<file path="src/rtl/pipe_skid_reg_pkg.sv">
// pipe_skid_reg_pkg: shared word size, bubble word and stage-register state encoding
package pipe_skid_reg_pkg;
  localparam int WORD_SIZE = 32;
  localparam logic [31:0] NOP_WORD = 32'h0000_0000;
  typedef enum logic [1:0] {
    PSR_EMPTY = 2'b00,
    PSR_FULL1 = 2'b01,
    PSR_FULL2 = 2'b11
  } psr_state_e;
endpackage

</file>
<file path="src/rtl/pipe_skid_reg.sv">
// pipe_skid_reg: valid/ready pipeline stage register with two-entry skid buffer and flush-to-bubble
module pipe_skid_reg
  import pipe_skid_reg_pkg::*;
#(
  parameter int WIDTH = WORD_SIZE,
  parameter logic [WIDTH-1:0] RESET_VAL = '0,
  parameter logic [WIDTH-1:0] BUBBLE_VAL = WIDTH'(NOP_WORD)
) (
  input  logic             clk,
  input  logic             rst,
  input  logic             flush,
  input  logic             in_valid,
  output logic             in_ready,
  input  logic [WIDTH-1:0] in_data,
  output logic             out_valid,
  input  logic             out_ready,
  output logic [WIDTH-1:0] out_data
);
  psr_state_e r_state, w_next;
  logic [WIDTH-1:0] r_main, r_skid;
  logic w_in_fire, w_out_fire;
  assign in_ready = ~r_state[1] & rst;
  assign out_valid = r_state[0];
  assign out_data = r_main;
  assign w_in_fire = in_valid & in_ready;
  assign w_out_fire = out_valid & out_ready;
  always_comb begin
    w_next = r_state;
    w_next = r_state == PSR_EMPTY ? (w_in_fire ? PSR_FULL1 : PSR_EMPTY)
           : r_state == PSR_FULL1 ? (w_in_fire && !w_out_fire ? PSR_FULL2
                                   : !w_in_fire && w_out_fire ? PSR_EMPTY : PSR_FULL1)
           : (w_out_fire ? PSR_FULL1 : PSR_FULL2);
  end
  always_ff @(posedge clk) begin
    if (!rst) begin
      r_state <= PSR_EMPTY;
      r_main <= RESET_VAL;
    end else if (flush) begin
      r_state <= PSR_EMPTY;
      r_main <= BUBBLE_VAL;
    end else begin
      r_state <= w_next;
      if (w_in_fire && (!r_state[0] || w_out_fire)) r_main <= in_data;
      else if (r_state[1] && w_out_fire) r_main <= r_skid;
    end
  end
  always_ff @(posedge clk) begin
    if (w_in_fire && r_state[0] && !w_out_fire) r_skid <= in_data;
  end
endmodule

</file>
<file path="config.mk">
export PLATFORM = sky130hd
export DESIGN_NAME = pipe_skid_reg
export DESIGN_NICKNAME = d
export VERILOG_FILES = /design/src/rtl/pipe_skid_reg_pkg.sv /design/src/rtl/pipe_skid_reg.sv
export SDC_FILE = /design/constraint.sdc
export NUM_CORES = 1
export LEC_CHECK = 0
export CAP_MARGIN = 20
export CORE_UTILIZATION = 52
export CTS_CLUSTER_DIAMETER = 30
export DETAILED_ROUTE_END_ITERATION = 12
export GPL_TIMING_DRIVEN = 0
export PLACE_DENSITY_LB_ADDON = 0.12
export SLEW_MARGIN = 0
export SYNTH_ARGS = -nofsm -noshare
export SYNTH_HDL_FRONTEND = slang
export SYNTH_SLANG_ARGS = --single-unit
</file>
<file path="constraint.sdc">
create_clock -name clk -period 3.4 [get_ports clk]
set_input_delay 0.85 -clock clk [delete_from_list [all_inputs] [get_ports clk]]
set_output_delay 0.85 -clock clk [all_outputs]
set_load 0.01 [all_outputs]
</file>
Word-level counts from Yosys, hierarchy flattened
Index checks and enable logic that the tools add are counted.
{"block": "totals", "register_bits": 66, "input_bits": 37, "out_inout_bits": 34, "word_cells": 30}
{"block": "op_classes", "n_mux": 8, "n_bitwise": 5, "n_reduce_logical": 13, "eq_ne": 1}
{"cell": "$mux W32", "n": 2}
{"cell": "$mux W2", "n": 4}
{"cell": "$logic_and A1 B1 Y1", "n": 6}
{"cell": "$and A1 B1 Y1", "n": 3}
{"cell": "$logic_not A1 Y1", "n": 3}
{"cell": "$eq A2 B1 Y1 const B", "n": 1}
{"cell": "$logic_not A2 Y1", "n": 1}
{"cell": "$mux W1", "n": 2}
{"cell": "$not A1 Y1", "n": 2}
{"cell": "$reduce_bool A2 Y1", "n": 1}
{"cell": "$reduce_or A2 Y1", "n": 1}
{"cell": "$logic_or A1 B1 Y1", "n": 1}

Depth between registers and ports, before layout
Gate-level depths: netlist (run 1).
{"block": "depth", "word_depth": 9, "depth_mapped": 6, "mapped_depth_nobuf": 3}

Worst setup path before layout (run 1)
Ideal clock, no wire load.
{"block": "synth_path", "kind": "in2reg", "from": "input out_ready", "to": "register r_skid[0] (enable)", "arrival_ns": 2.203, "stages": 4, "n_path_buf": 2, "required_ns": 3.008, "slack_ns": 0.805, "setup_time_ns": 0.392, "cell_sequence": "nor2b_4 -> buf_6 -> clkbuf_1 -> and3_1"}
{"block": "synth_via", "elab_chain_len": 3}
{"element": "from (decl)", "line_no": "pipe_skid_reg.sv:16", "rtl": "input logic out_ready,"}
{"element": "$and A1 B1 Y1", "line_no": "pipe_skid_reg.sv:26", "rtl": "assign w_out_fire = out_valid & out_ready;"}
{"element": "$logic_not A1 Y1", "line_no": "pipe_skid_reg.sv:48", "rtl": "if (w_in_fire && r_state[0] && !w_out_fire) r_skid <= in_data;"}
{"element": "$logic_and A1 B1 Y1", "line_no": "pipe_skid_reg.sv:48"}
{"element": "to (signal assigned)", "line_no": "pipe_skid_reg.sv:48"}
{"element": "to (decl)", "line_no": "pipe_skid_reg.sv:20", "rtl": "logic [WIDTH-1:0] r_main, r_skid;"}
No other way between the ends.
A chain may end at the register's enable or synchronous reset.

Worst setup path in the final report (run 1)
{"block": "layout_path", "from": "input rst", "to": "output in_ready"}
{"block": "layout_via", "elab_chain_len": 1}
{"element": "from (decl)", "line_no": "pipe_skid_reg.sv:10", "rtl": "input logic rst,"}
{"element": "$and A1 B1 Y1", "line_no": "pipe_skid_reg.sv:22", "rtl": "assign in_ready = ~r_state[1] & rst;"}
{"element": "to (decl)", "line_no": "pipe_skid_reg.sv:13", "rtl": "output logic in_ready,"}
No other way between the ends.

==> results.toml, run 1 <==
[detailed_routing]
vias_per_cell = 5.78
drtAntennaViolNets = 0
routedWlPerCell_um = 17.3
wirelength_um = 6580
vias = 2204
first_iter_violations = 201
drt_first_pass_iters = 4
drcViolationCount = 0

[clocking]
numClockSinks = 66
clockBufferDepth = 2
htree_num_levels = 3
postCtsHoldBufs = 0
cts_setup_buffers = 0
cts_resized = 0
numCtsBuffers = 9
cts_tree = "yes"
cts-root-buf = "clkbuf_8"
clk_pin_slew_ns = 0.07
worstSkewPairLatency_ns = 0.35

[power_and_ir_drop]
pwr_density_cell_nw_per_um2 = 505
peakVddDrop_uv = 373
p_leak_nw = 1.18
finalPower_mw = 1.90

[worst_setup_path]
slowest_delay_ns = 0.56
path_delay_family = "buffers and inverters"
r2r_cells = 4
reg2reg_slack_ns = 1.10
reg2reg_from = "r_state[0]"
reg2reg_to = "r_skid[27]"
slowest_stage = "clkdlybuf4s50_1"
arrival_ns = 2.08
crit_chain = "clkdlybuf4s50_1 -> nor2b_1 -> clkdlybuf4s50_1"
cpMostUsedCell = "clkdlybuf4s50_1"
startpoint_type = "primary input"
worst-path-max-fanout = 3
cp-end-kind = "output pin"
critPathRequiredTime_ns = 2.55
cp.buffers_inverters = 2
critical_path_class = "in -> out"

[flow_run]
maxCapViolations = 0

[global_route]
grt_first_pass_wirelength_um = 10600
antenna_found_initial = 0
grtUsageMet2_pct = 42.7
top_usage_layer = "met2"
groute.layer.met3.usage_pct = 5.01
grt_pass1_vias = 2169
grt.overflow.total = 0
grt.total_usage_pct = 26.3
grt_max_degree = 33
gr-usage-met1_pct = 34.1

[finish]
design_area_um2 = 3760
finalNonFillerCells = 381
num_antenna_cells = 0
syn2layout_area_growth_pct = 38.7
drive_above_1_share_pct = 18.2
final_util_pct = 77.2
nNetsFinal = 346

[placement]
post_dp_cell_area_um2 = 3500
placed_cells = 365
place.detailed.hpwl_um = 4290
io_buffer_count = 70
place_congestion = 0.797

[synthesis]
netlist-cell-type-count = 19
synth_top_cell_by_area = "edfxtp_1"
synth_most_common_cell = "nand2_1"
synth_nets = 265
synth_top_family_by_area = "compound AO/OA/AOI/OAI gates"
synthSimpleGateAreaFrac_pct = 17.2
synth-adder-area-share_pct = 0
ys_ff_latch = 66
yosys-top-cells-count = "nand2_1 (64), dfxtp_1 (34), nor3_1 (33)"
netlist_area_um2 = 2710
ys.flop_type = "dfxtp_1"
synth_edf_count = 32
synth_compound_area_share_pct = 17.7
synthXorXnorAreaFrac_pct = 0
avgSynthCellArea_um2 = 11.9
synth.area.mux_share_pct = 0
ys_seq_area_share_pct = 60.5
netlist_top_cells_area = "edfxtp_1 (35%), dfxtp_1 (25%), a311oi_2 (17%), nand2_1 (8.9%), nor3_1 (6.1%)"
postSynthCellCount = 228
yosysWarningCount = 0
async_reset_ff_share_pct = 0
synthDominantCellAreaShare_pct = 35.4

[timing]
tightestPinTransition_ns = 0.786
max_slew_margin_pct = 47.6
final.setup_skew_ns = 0.00921
finalCritPeriodShare_pct = 86.1
setup_viol = 0
finalHoldViolations = 0
setup-tns-final_ns = 0
rsz0062_at_grt = "false"
fmax_mhz = 341
slew_violations = 0
min_period_ns = 2.93

[die]
dieArea_um2 = 5510
fp.dieW_um = 74.2
io_pins = 71
die_h_um = 74.2
core-area_um2 = 4880
initial_utilization_pct = 55.6
placement_rows = 25

[hold_path]
hold_depth = 2
min_to = "out_data[31]"
hp-start = "out_data[31]"
min_path_type = "reg -> reg"

[status]
status = "complete, no violations"
==> where the power goes <==
part / switching, mW / total [mW] / internal, mW
clock: 0.316 / 0.877 / 0.561
sequential: 0.00909 / 0.858 / 0.849
combinational: 0.0783 / 0.167 / 0.0884
total: 0.403 / 1.90 / 1.50
==> state kept, by name, summed over array words and instances, names as in the netlist <==
name      count
r_skid       32
out_data     32
r_state       2
==> cell usage in the layout (no fill, tap or decap), drive strengths merged <==
cell type      instances
clkinvlp               1
buf                    9
nand2                 64
clkinv                 2
bufinv                 4
edfxtp                32
nor3                  33
nor2b                  2
dfxtp                 34
nor2                   1
nand3b                 1
clkdlybuf4s50         70
a311oi                32
clkbuf                22
and3                   2
nand2b                 1
or2                    1
a211oi                 1
a21oi                  1
nand3                  1
==> per-stage QoR <==
step           setup WS (ns)  hold WS, ns
6_report               0.471        0.516
5_1_grt                0.389        0.531
4_1_cts                0.465        0.519
3_5_place_dp           0.256        0.506
3_3_place_gp          -0.281        0.487
2_1_floorplan          0.805        0.508
==> worst register-to-register path: cells and delay by family (launching register included) <==
family / cells / cell delay [ns]
buf+inv: 2 / 0.52
flops: 1 / 0.43
simple gates: 2 / 0.98
==> area by class of cell <==
| class | count | area (µm²) |
|---|---|---|
| sequential | 66 | 1640 |
| fill | 348 | 1110 |
| multi-input combinational | 140 | 948 |
| timing repair buffer | 70 | 701 |
| clock inverter | 7 | 141 |
| buffer | 22 | 125 |
| clock buffer | 9 | 124 |
| tap | 67 | 83.8 |
==> cell families after synthesis <==
family                 count (synthesis)
and+or+nand+nor                      106
buffers and inverters                 22
AOI/OAI and AO/OA                     34
DFF                                   66
==> per-layer routing <==
layer,routed length (µm),part of all wire (%),up-vias
met5,0,0,-
met2,3220,49,83
met3,374,5.7,13
li1,-,-,1006
met4,152,2.3,0
met1,2830,43,1102
==> worst max-delay path by stage <==
stage                     startpoint         end  cells past startpoint
after floorplan            out_ready   r_skid[0]                      4
after global placement     out_ready  r_skid[18]                      5
after detailed placement   out_ready  r_skid[18]                      5
after CTS                        rst    in_ready                      3
after global routing             rst    in_ready                      3
final                            rst    in_ready                      3
Note: power is estimated with default switching activity, not from simulation.
==> run 2, diff against run 1 <==
==> constraint.sdc (replaced) <==
create_clock -name clk -period 3.4 [get_ports clk]
set_input_delay 0.68 -clock clk [delete_from_list [all_inputs] [get_ports clk]]
set_output_delay 0.68 -clock clk [all_outputs]
set_load 0.1 [all_outputs]
==> results.toml, run 2 (synthesis gave the netlist of run 1 again) <==
[status]
status = "complete, no violations"

[power_and_ir_drop]
netSwitchingFraction_pct = 27.4
seqPwrFrac_pct = 51.2
pwr_density_cell_nw_per_um2 = 457
switching_power_mw = 0.459
pwr-share-clk_pct = 33.2
finalPower_mw = 1.68
p_leak_nw = 1.14
peakVddDrop_uv = 333
power_frac_comb_pct = 15.6
power.internal_mw = 1.22

[detailed_routing]
drcViolationCount = 0
routedWlPerCell_um = 16.0
wirelength_um = 6080
drtAntennaViolNets = 0
vias = 2089
first_iter_violations = 73
drt_first_pass_iters = 4
vias_per_cell = 5.48

[die]
core-area_um2 = 4880
initial_utilization_pct = 55.6
fp.dieW_um = 74.2
placement_rows = 25
io_pins = 71
dieArea_um2 = 5510
die_h_um = 74.2

[clocking]
clk_pin_slew_ns = 0.06
cts-root-buf = "clkbuf_8"
numClockSinks = 66
htree_num_levels = 3
clockBufferDepth = 2
cts_tree = "yes"
numCtsBuffers = 9
cts_setup_buffers = 0
cts_resized = 0
worstSkewPairLatency_ns = 0.34
postCtsHoldBufs = 0

[global_route]
grt_first_pass_wirelength_um = 9890
grt.total_usage_pct = 24.7
antenna_found_initial = 0
grt.overflow.total = 0
grt_max_degree = 33
grt_pass1_vias = 2136

[timing]
final.setup_skew_ns = 0.00890
fmax_mhz = 317
tightestPinTransition_ns = 1.00
finalCritPeriodShare_pct = 92.9
setup_viol = 0
min_period_ns = 3.16
whs_ns = 0.502
max_slew_margin_pct = 33.1
rsz0062_at_grt = "false"
finalHoldViolations = 0
fin_ws_ns = 0.243
slew_violations = 0

[finish]
regArea_um2 = 1640
nNetsFinal = 346
final_cell_mix = "clkdlybuf4s50_1 (70), nand2_1 (64), dfxtp_1 (34)"
drive_above_1_share_pct = 17.5
num_antenna_cells = 0
fillers = 361
final_common_cell = "clkdlybuf4s50_1"
multi_input_area_um2 = 951
syn2layout_area_growth_pct = 35.1

[worst_setup_path]
arrival_ns = 2.48
crit_chain = "clkdlybuf4s50_1 -> nor2b_2 -> clkdlybuf4s50_1"
cp.buffers_inverters = 2
slowest_stage = "clkdlybuf4s50_1"
path_delay_family = "buffers and inverters"
critical_path_class = "in -> out"
critPathRequiredTime_ns = 2.72
reg2reg_slack_ns = 1.14
cpMostUsedCell = "clkdlybuf4s50_1"
worst-path-max-fanout = 3
cp-end-kind = "output pin"
slowest_delay_ns = 1.14
startpoint_type = "primary input"

[placement]
place_congestion = 0.764
place_ws_ns = 0.234
place.detailed.hpwl_um = 4110
io_buffer_count = 70

[flow_run]
maxCapViolations = 0

[hold_path]
min_path_type = "reg -> reg"
run 2: through the flow:
step / cells / area (µm²) / utilization [%] / setup TNS, ns
2_1_floorplan: 228 / 2720 / - / 0
4_1_cts: 381 / 3670 / 75.1 / 0
6_report: 381 / 3670 / 75.1 / 0
3_5_place_dp: 365 / 3500 / 71.8 / 0
3_3_place_gp: 365 / 3500 / 71.7 / -3.54
5_1_grt: 381 / 3670 / 75.1 / 0
run 2: final cells by class:
cell class                 count  share of cell area (%)
clock buffer                  12                    3.96
buffer                        22                    3.41
sequential                    66                    44.8
multi-input combinational    140                    25.9
tap                           67                    2.29
clock inverter                 4                   0.512
timing repair buffer          70                    19.1
run 2: path summary, 6_finish.rpt:
path / cells after the start / startpoint / end
hold reg to reg: 2 / out_data[5] / out_data[5]
hold / removal: 2 / out_data[5] / out_data[5]
setup reg to reg: 4 / r_state[0] / r_skid[13]
setup / recovery: 3 / rst / in_ready
run 2: power by group through the flow:
| stage | Clock, mW | Sequential, mW | Combinational (mW) |
|---|---|---|---|
| 2_1_floorplan | 0 | 0.972 | 0.0716 |
| 6_report | 0.556 | 0.858 | 0.261 |
| 5_1_grt | 0.602 | 0.860 | 0.273 |
| 4_1_cts | 0.564 | 0.858 | 0.261 |
| 3_3_place_gp | 0 | 0.875 | 0.258 |
| 3_5_place_dp | 0 | 0.876 | 0.260 |
run 2: layer usage:
metal	global-route usage (%)	vias to the layer above	part of all wire, %
met5	0	-	0
met4	8.60	0	1.2
met3	9.35	11	4.9
met2	38.2	57	47
met1	32.0	1014	47
li1	-	1007	-
run 2: worst register-to-register path, stage by stage (launching register included):
cell and delay, ns:
dfxtp_1 0.41, nor2b_4 0.18, buf_6 0.13, clkbuf_1 0.38, and3_2 0.78
==> run 3, diff against run 2 <==
--- a/config.mk
+++ b/config.mk
@@ -5,8 +5,10 @@
 export SDC_FILE = /design/constraint.sdc
 export NUM_CORES = 1
 export LEC_CHECK = 0
+export ABC_AREA = 1
 export CAP_MARGIN = 20
-export CORE_UTILIZATION = 52
+export CORE_MARGIN = 3
+export CORE_UTILIZATION = 53
 export CTS_CLUSTER_DIAMETER = 30
 export DETAILED_ROUTE_END_ITERATION = 12
 export GPL_TIMING_DRIVEN = 0
==> results.toml, run 3 <==
[worst_setup_path]
critPathRequiredTime_ns = 2.72
worst-path-max-fanout = 10
startpoint_type = "primary input"
critical_path_class = "in -> out"
cp-end-kind = "output pin"
arrival_ns = 2.56

[power_and_ir_drop]
p_leak_nw = 1.54
pwr_density_cell_nw_per_um2 = 446
peakVddDrop_uv = 289

[global_route]
groute.layer.met3.usage_pct = 5.10
top_usage_layer = "met2"
grt.overflow.total = 0
grt.total_usage_pct = 24.2
antenna_found_initial = 0
grt_max_degree = 19
grt_first_pass_wirelength_um = 11700
grtUsageMet2_pct = 42.5
grt_pass1_vias = 2583
gr-usage-met1_pct = 27.7

[finish]
final_cell_mix = "nand2_1 (98), clkdlybuf4s50_1 (68), dfxtp_1 (34)"
final_common_cell = "nand2_1"
fillers = 406
num_antenna_cells = 0
final_util_pct = 74.8
design_area_um2 = 3840
multi_input_area_um2 = 972
nNetsFinal = 449
syn2layout_area_growth_pct = 34.8
drive_above_1_share_pct = 7.91
regArea_um2 = 1640

[synthesis]
synth.area.mux_share_pct = 0
synth_compound_area_share_pct = 6.06
ys_ff_latch = 66
synthDominantCellAreaShare_pct = 33.7
postSynthCellCount = 331
synth_most_common_cell = "nand2_1"
synthSimpleGateAreaFrac_pct = 27.6
synth_edf_count = 32
synthXorXnorAreaFrac_pct = 0
yosysWarningCount = 0
ys.flop_type = "dfxtp_1"
async_reset_ff_share_pct = 0
netlist_top_cells_area = "edfxtp_1 (34%), dfxtp_1 (24%), nand2_1 (13%), nand4_1 (7.0%), a21oi_1 (5.6%)"
netlist_area_um2 = 2850
ys_seq_area_share_pct = 57.6
synth_top_cell_by_area = "edfxtp_1"
netlist-cell-type-count = 18
synth-adder-area-share_pct = 0
synth_nets = 368
avgSynthCellArea_um2 = 8.61
synth_top_family_by_area = "simple AND/OR/NAND/NOR gates"
yosys-top-cells-count = "nand2_1 (98), dfxtp_1 (34), inv_1 (33)"

[clocking]
clockBufferDepth = 2
cts_tree = "yes"
worstSkewPairLatency_ns = 0.33
postCtsHoldBufs = 0
clk_pin_slew_ns = 0.07
cts-root-buf = "clkbuf_8"
htree_num_levels = 3
numClockSinks = 66
cts_setup_buffers = 0
numCtsBuffers = 9

[die]
fp.dieW_um = 79.4
dieArea_um2 = 6300
die_h_um = 79.4
initial_utilization_pct = 55.5
io_pins = 71
placement_rows = 26
core-area_um2 = 5140

[timing]
rsz0062_at_grt = "false"
setup_viol = 0
slew_violations = 0
max_slew_margin_pct = 34.1
tightestPinTransition_ns = 0.986
min_period_ns = 3.24
final.setup_skew_ns = 0.00886
finalCritPeriodShare_pct = 95.3
finalHoldViolations = 0
fmax_mhz = 308
setup-tns-final_ns = 0

[placement]
io_buffer_count = 69
place.detailed.hpwl_um = 4840
place_congestion = 0.787
post_dp_cell_area_um2 = 3670

[detailed_routing]
vias = 2539
routedWlPerCell_um = 14.4
drtAntennaViolNets = 0
vias_per_cell = 5.21
drt_first_pass_iters = 4
first_iter_violations = 147
wirelength_um = 7020
drcViolationCount = 0

[hold_path]
min_path_type = "reg -> reg"

[status]
status = "complete, no violations"

[flow_run]
maxCapViolations = 0
run 3: worst paths after layout:
| path | end | start | slack [ns] | cells past startpoint |
|---|---|---|---|---|
| setup / recovery | in_ready | rst | 0.16 | 5 |
| hold / removal | out_data[1] | out_data[1] | 0.48 | 2 |
| setup reg to reg | r_skid[7] | r_state[1] | 1.10 | 5 |
| hold reg to reg | out_data[1] | out_data[1] | 0.48 | 2 |
run 3: cell type report:
class / instances / share of cell area, %
sequential: 66 / 42.7
multi-input combinational: 203 / 25.3
timing repair buffer: 70 / 18.7
clock buffer: 13 / 4.17
inverter: 36 / 3.52
buffer: 26 / 2.96
tap: 70 / 2.28
clock inverter: 3 / 0.391
run 3: worst max-delay path, stage by stage:
cell and delay, ns:
clkdlybuf4s50_1 0.49, inv_2 0.05, nor2_4 0.18, buf_2 0.26, dlygate4sd2_1 0.89
run 3: cells by family after synthesis:
family / count (synthesis)
AND/OR/NAND/NOR: 169
flip-flops: 66
buffers and inverters: 62
AO/OA/AOI/OAI: 34
run 3: through the flow:
stage	hold WS, ns	worst slack [ns]	total power, mW	cells
after CTS	0.485	0.148	1.72	487
after detailed placement	0.474	-0.132	1.14	471
after global placement	0.468	-0.755	1.14	470
final	0.481	0.158	1.71	487
after global routing	0.508	0.0848	1.77	487
after floorplan	0.537	0.123	1.05	331
run 3: repair_timing:
| item | 4_1_cts | 5_1_grt |
|---|---|---|
| hold endpoints to repair | 0 | 0 |
| gates resized for setup | 1 | 0 |
| endpoints found under the setup margin | 1 | 0 |
run 3: layer usage:
| metal | wire length (µm) | up-vias |
|---|---|---|
| met4 | 88 | 0 |
| met1 | 2790 | 1168 |
| met3 | 444 | 10 |
| met2 | 3690 | 90 |
| met5 | 0 | - |
| li1 | - | 1271 |
run 3: power breakdown:
group          switching, mW  leakage (nW)  internal, mW
combinational          0.182         0.883        0.0872
clock                  0.282        0.0923         0.306
sequential           0.00828         0.564         0.847
total                  0.473          1.54          1.24
